==> src/rtl/pc_flag_unit.sv <==
// rtl/pc_flag_unit.sv - program counter, ALU flag register and start/halt run-control FSM
module pc_flag_unit #(
  parameter int              PC_W       = 10,
  parameter logic [PC_W-1:0] START_ADDR = '0,
  parameter int              CNT_W      = 16
) (
  input  logic             clk_i,
  input  logic             rst_ni,
  input  logic             start_i,
  input  logic             halt_i,
  input  logic             jump_i,
  input  logic             br_lt_i,
  input  logic             br_ne_i,
  input  logic [PC_W-1:0]  target_i,
  input  logic             flag_we_i,
  input  logic             carry_i,
  input  logic             neg_i,
  input  logic             zero_i,
  output logic [PC_W-1:0]  pc_o,
  output logic             carry_q_o,
  output logic             neg_q_o,
  output logic             zero_q_o,
  output logic             running_o,
  output logic             done_o,
  output logic [CNT_W-1:0] cycles_o
);

  typedef enum logic [1:0] {
    IDLE   = 2'd0,
    RUN    = 2'd1,
    HALTED = 2'd2
  } state_t;

  state_t           state, state_nxt;
  logic [PC_W-1:0]  pc, pc_nxt;
  logic             carry, carry_nxt;
  logic             neg, neg_nxt;
  logic             zero, zero_nxt;
  logic [CNT_W-1:0] cycles, cycles_nxt;
  logic             running, done;
  logic             taken;

  // Branches resolve against the flags latched before this edge, never the incoming ALU status.
  assign taken = jump_i | (br_lt_i & neg) | (br_ne_i & ~zero);

  always_comb begin
    state_nxt  = state;
    pc_nxt     = pc;
    carry_nxt  = carry;
    neg_nxt    = neg;
    zero_nxt   = zero;
    cycles_nxt = cycles;
    case (state)
      IDLE, HALTED: begin
        if (start_i) begin
          state_nxt  = RUN;
          pc_nxt     = START_ADDR;
          carry_nxt  = 1'b0;
          neg_nxt    = 1'b0;
          zero_nxt   = 1'b0;
          cycles_nxt = '0;
        end
      end
      RUN: begin
        if (!(&cycles)) begin
          cycles_nxt = cycles + CNT_W'(1);
        end
        if (flag_we_i) begin
          carry_nxt = carry_i;
          neg_nxt   = neg_i;
          zero_nxt  = zero_i;
        end
        if (halt_i) begin
          state_nxt = HALTED;
        end else if (taken) begin
          pc_nxt = target_i;
        end else begin
          pc_nxt = pc + PC_W'(1);
        end
      end
      default: begin
        state_nxt = IDLE;
      end
    endcase
  end

  always_ff @(posedge clk_i or negedge rst_ni) begin
    if (!rst_ni) begin
      state   <= IDLE;
      pc      <= START_ADDR;
      carry   <= 1'b0;
      neg     <= 1'b0;
      zero    <= 1'b0;
      cycles  <= '0;
      running <= 1'b0;
      done    <= 1'b0;
    end else begin
      state   <= state_nxt;
      pc      <= pc_nxt;
      carry   <= carry_nxt;
      neg     <= neg_nxt;
      zero    <= zero_nxt;
      cycles  <= cycles_nxt;
      running <= (state_nxt == RUN);
      done    <= (state_nxt == HALTED);
    end
  end

  assign pc_o      = pc;
  assign carry_q_o = carry;
  assign neg_q_o   = neg;
  assign zero_q_o  = zero;
  assign running_o = running;
  assign done_o    = done;
  assign cycles_o  = cycles;

endmodule

==> config.mk <==
export PLATFORM = sky130hd
export DESIGN_NAME = pc_flag_unit
export DESIGN_NICKNAME = d
export VERILOG_FILES = /design/src/rtl/pc_flag_unit.sv
export SDC_FILE = /design/constraint.sdc
export NUM_CORES = 1
export LEC_CHECK = 0
export CAP_MARGIN = 30
export CORE_ASPECT_RATIO = 0.6
export CORE_MARGIN = 5
export CORE_UTILIZATION = 43
export CTS_CLUSTER_SIZE = 24
export DETAILED_ROUTE_END_ITERATION = 16
export PLACE_DENSITY = 0.85
export SYNTH_ARGS = -nofsm -noshare
export SYNTH_HDL_FRONTEND = slang
export SYNTH_SLANG_ARGS = --single-unit
==> constraint.sdc <==
create_clock -name clk_i -period 1.5 [get_ports clk_i]
set_input_delay 0.15 -clock clk_i [delete_from_list [all_inputs] [get_ports clk_i]]
set_output_delay 0.15 -clock clk_i [all_outputs]
set_load 0.05 [all_outputs]
==> results.rst <==
.. list-table::
   :header-rows: 1

   * - Metric
     - Value
   * - Distinct cell type count after synthesis
     - 42
   * - Clock tree from TritonCTS
     - yes
   * - H-tree Lvls
     - 2
   * - DP HPWL
     - 3924 um
   * - Final routed DRC violation total
     - 0
   * - Clock root cell
     - sky130_fd_sc_hd__clkbuf_8
   * - Initial Utilization
     - 0.4435
   * - Sink Count
     - 33
   * - Final-layout setup total negative slack
     - -1.368 ns
   * - Most frequent cells after synthesis
     - sky130_fd_sc_hd__dfrtp_1 (33), sky130_fd_sc_hd__o21ai_1 (24), sky130_fd_sc_hd__a21oi_1 (14)
   * - Synthesized flop and latch total
     - 33
   * - Fraction of the yosys area taken by sequential cells
     - 0.4542
   * - Number of flops mapped to enable cells by yosys
     - 0
   * - Total power per unit cell area
     - 1289 nW/um2
   * - Number of vias per cell
     - 5.658
   * - Maximum number of pins on one net before global-route repair
     - 34
   * - Gate Count Post-Synth
     - 195
   * - Highest ir drop seen on vdd
     - 0.0006168 V
   * - Number of buffer and inverter instances along the worst setup path
     - 1
   * - Post-synth top flop
     - sky130_fd_sc_hd__dfrtp_1
   * - PnR worst setup slack
     - -0.1649 ns
   * - Start-to-end type of the worst setup path
     - register to register
   * - Maximum count of clock buffers along a single path
     - 2
   * - GRT Util Overall
     - 0.2012
   * - Library cell with the highest instance count after synthesis
     - sky130_fd_sc_hd__dfrtp_1
   * - Library cell with the largest summed area after synthesis
     - sky130_fd_sc_hd__dfrtp_1
   * - # setup viols final
     - 16
   * - Layout Nets
     - 305
   * - Via count of the first global-routing pass
     - 1,807
   * - Worst Tran Pin Value
     - 0.4185 ns
   * - Reg-to-reg endpoint
     - cycles_o[15]$_DFFE_PN0P_
   * - Grt ovf
     - 0
   * - Slowest stage cell, crit path
     - sky130_fd_sc_hd__dfrtp_4
   * - Count of final max-slew check failures
     - 0
   * - Class of the tightest hold or removal check
     - input port to asynchronous set/reset pin
   * - Vias after detailed routing
     - 1,935
   * - Status
     - finished with violations
   * - Startpoint type of the worst setup path
     - register
   * - Max_cap viols
     - 0
   * - Fraction of layout cells with a size suffix above 1
     - 0.4255
   * - Number of buffers inserted during clock tree synthesis
     - 5
   * - Layout filler cell count
     - 307
   * - Total design power
     - 3.741 mW
   * - Die height
     - 60.37 um
   * - Maximum single-stage delay on the critical path
     - 0.49 ns
   * - Area share of the largest cell type after synthesis
     - 0.4542
   * - Iteration-0 DRC count of the detailed router
     - 139
   * - First-pass GRT wire length
     - 8845 um
   * - RePlAce Congestion
     - 0.8625
   * - Most common cell on crit path
     - sky130_fd_sc_hd__o21ai_1
   * - Die area
     - 5671 um2
   * - Violations in the final reports
     - setup timing
   * - Critical path, cell by cell
     - ha_4, nand4_1, nor3_4, buf_6, a31o_4, o21ai_1, o21ai_1
   * - Crit path capture type
     - register
   * - Ports placed on the boundary
     - 52
   * - Pre-Repair DR Iteration Count
     - 4
   * - Post-Route Skew
     - 0.004293 ns
   * - Cells taking the most area after synthesis
     - sky130_fd_sc_hd__dfrtp_1 (45%), sky130_fd_sc_hd__o21ai_1 (6.6%), sky130_fd_sc_hd__a21oi_1 (3.9%)
   * - Required time of the critical path
     - 1.64 ns
   * - Net count of the mapped netlist
     - 218
   * - CP arrival
     - 1.80 ns
   * - Hold WS
     - 0.2851 ns
   * - Initial antenna violation count
     - 0
   * - Number of antenna-violating nets in the routed design
     - 0
   * - Slew Limit Headroom
     - 0.7210
   * - Std-Cell Rows
     - 18
   * - Unrepaired setup endpoints after global routing
     - true
   * - Quantity of hold-fixing buffers added after cts
     - 0
   * - Fmax
     - 600.6 MHz
   * - Clock period minus final worst setup slack
     - 1.665 ns
   * - Clock-pin slew on the worst setup and hold paths
     - 0.06 ns
   * - Largest driver fanout on the critical path
     - 7
   * - R2R Path Start
     - cycles_o[0]$_DFFE_PN0P_
   * - Clock insertion delay at the later pin of the skew report
     - 0.27 ns
   * - Average detailed-routed wire length per instance
     - 16.66 um
   * - Static leakage
     - 1.301 nW
   * - Area growth from synthesis to final layout
     - 59.60%
   * - Post-Route Utilization
     - 0.7079
   * - Chip Width
     - 93.95 um
   * - Asr flop ratio synth
     - 1.000
   * - Setup slack of the most critical reg-to-reg path
     - -0.16 ns
   * - Netlist area before placement
     - 1818 um2
   * - Ant diodes
     - 0
   * - Sum of routed wire length over all layers
     - 5698 um
   * - Total core area
     - 4099 um2
   * - Top delay family on crit path
     - compound AO/OA/AOI/OAI gates
   * - Post-route clock period utilization
     - 1.110
   * - Number of hold violations in the final report
     - 0
   * - FF-to-FF path depth
     - 7
   * - Number of I/O port buffers
     - 51
   * - Synth Warn #
     - 0
   * - Post-Synthesis Mean Instance Area
     - 9.323 um2
[how the worst max path moves through the flow]
stage / start / end / slack, ns / cells after the start
after detailed placement: cycles_o[1]$_DFFE_PN0P_ / cycles_o[1]$_DFFE_PN0P_ / -0.15 / 5
after global routing: cycles_o[0]$_DFFE_PN0P_ / cycles_o[15]$_DFFE_PN0P_ / -0.20 / 7
final: cycles_o[0]$_DFFE_PN0P_ / cycles_o[15]$_DFFE_PN0P_ / -0.16 / 7
after CTS: cycles_o[0]$_DFFE_PN0P_ / cycles_o[14]$_DFFE_PN0P_ / -0.09 / 8
after global placement: cycles_o[1]$_DFFE_PN0P_ / cycles_o[7]$_DFFE_PN0P_ / -0.06 / 6
after floorplan: cycles_o[7]$_DFFE_PN0P_ / cycles_o[15]$_DFFE_PN0P_ / -0.23 / 7
[sequential cells by signal, summed over array words and instances (netlist names)]
signal / cells
done_o: 1
running_o: 1
carry_q_o: 1
neg_q_o: 1
cycles_o: 16
pc_o: 10
zero_q_o: 1
state: 2
[cell type report]
| class | count | area (um2) | area share |
|---|---|---|---|
| tap | 60 | 75.07 | 0.02587 |
| timing repair buffer | 88 | 797.0 | 0.2747 |
| sequential | 33 | 849.6 | 0.2928 |
| inverter | 5 | 18.77 | 0.006468 |
| multi-input combinational | 149 | 1075 | 0.3704 |
| clock buffer | 7 | 86.33 | 0.02975 |
[worst reg2reg max path, stage by stage (launching register included)]
cell and delay, ns:
sky130_fd_sc_hd__dfrtp_4 0.49, sky130_fd_sc_hd__ha_4 0.17, sky130_fd_sc_hd__nand4_1 0.17, sky130_fd_sc_hd__nor3_4 0.05, sky130_fd_sc_hd__buf_6 0.14, sky130_fd_sc_hd__a31o_4 0.27, sky130_fd_sc_hd__o21ai_1 0.15, sky130_fd_sc_hd__o21ai_1 0.10
[metrics by stage]
step                      instance area, um2  instances  setup slack, ns
after floorplan                         1909        195          -0.2303
after global placement                  2670        329         -0.05742
after detailed placement                2670        329          -0.1523
after CTS                               2830        339         -0.09395
after global routing                    2902        342          -0.2033
final                                   2902        342          -0.1649
[placed cells by master, fill, tap and decap left out, types with 3 or more instances in the layout]
master	n
sky130_fd_sc_hd__o21ai_2	3
sky130_fd_sc_hd__buf_6	3
sky130_fd_sc_hd__and3_1	4
sky130_fd_sc_hd__a31oi_1	3
sky130_fd_sc_hd__clkdlybuf4s50_1	20
sky130_fd_sc_hd__nand3_1	6
sky130_fd_sc_hd__dfrtp_2	13
sky130_fd_sc_hd__dfrtp_1	18
sky130_fd_sc_hd__o2bb2ai_1	8
sky130_fd_sc_hd__nor3_1	4
sky130_fd_sc_hd__a22oi_1	3
sky130_fd_sc_hd__a21oi_1	11
sky130_fd_sc_hd__a22o_1	5
sky130_fd_sc_hd__buf_4	59
sky130_fd_sc_hd__o21ai_1	27
sky130_fd_sc_hd__nor2_1	12
sky130_fd_sc_hd__and2_1	3
sky130_fd_sc_hd__clkbuf_8	6
sky130_fd_sc_hd__nand4_1	5
sky130_fd_sc_hd__a21oi_2	3
sky130_fd_sc_hd__o21ai_0	3
sky130_fd_sc_hd__buf_12	6
sky130_fd_sc_hd__nand2_1	11
sky130_fd_sc_hd__inv_1	5
sky130_fd_sc_hd__mux2_2	3
sky130_fd_sc_hd__nor3b_1	3
[where the power goes]
| part | internal, mW | switching (mW) | leakage (nW) | total, mW |
|---|---|---|---|---|
| logic | 0.734 | 1.11 | 0.837 | 1.84 |
| registers | 1.07 | 0.175 | 0.420 | 1.24 |
| clock network | 0.364 | 0.295 | 0.0443 | 0.659 |
[metal layers]
| metal | routed length [um] | GRT usage |
|---|---|---|
| met5 | 0 | 0 |
| met4 | 89 | 0.06584 |
| met3 | 350 | 0.03841 |
| met2 | 2624 | 0.3017 |
| met1 | 2633 | 0.2963 |
[kinds of logic after synthesis]
logic type,share of synthesized area
buffers and inverters,0.04061
AO/OA/AOI/OAI,0.2512
flip-flops,0.4542
XOR/XNOR,0.004818
adder cells (fa/ha/maj),0.01376
AND/OR/NAND/NOR,0.2113
multiplexers,0.02409
[repair_timing]
action / 4_1_cts / 5_1_grt
gates resized for setup: 12 / 12
setup buffers: 4 / 3
pin swaps: 13 / 4
endpoints found under the setup margin: 18 / 24
cloned: 1 / 0
Power figures use the tool's default switching activity.
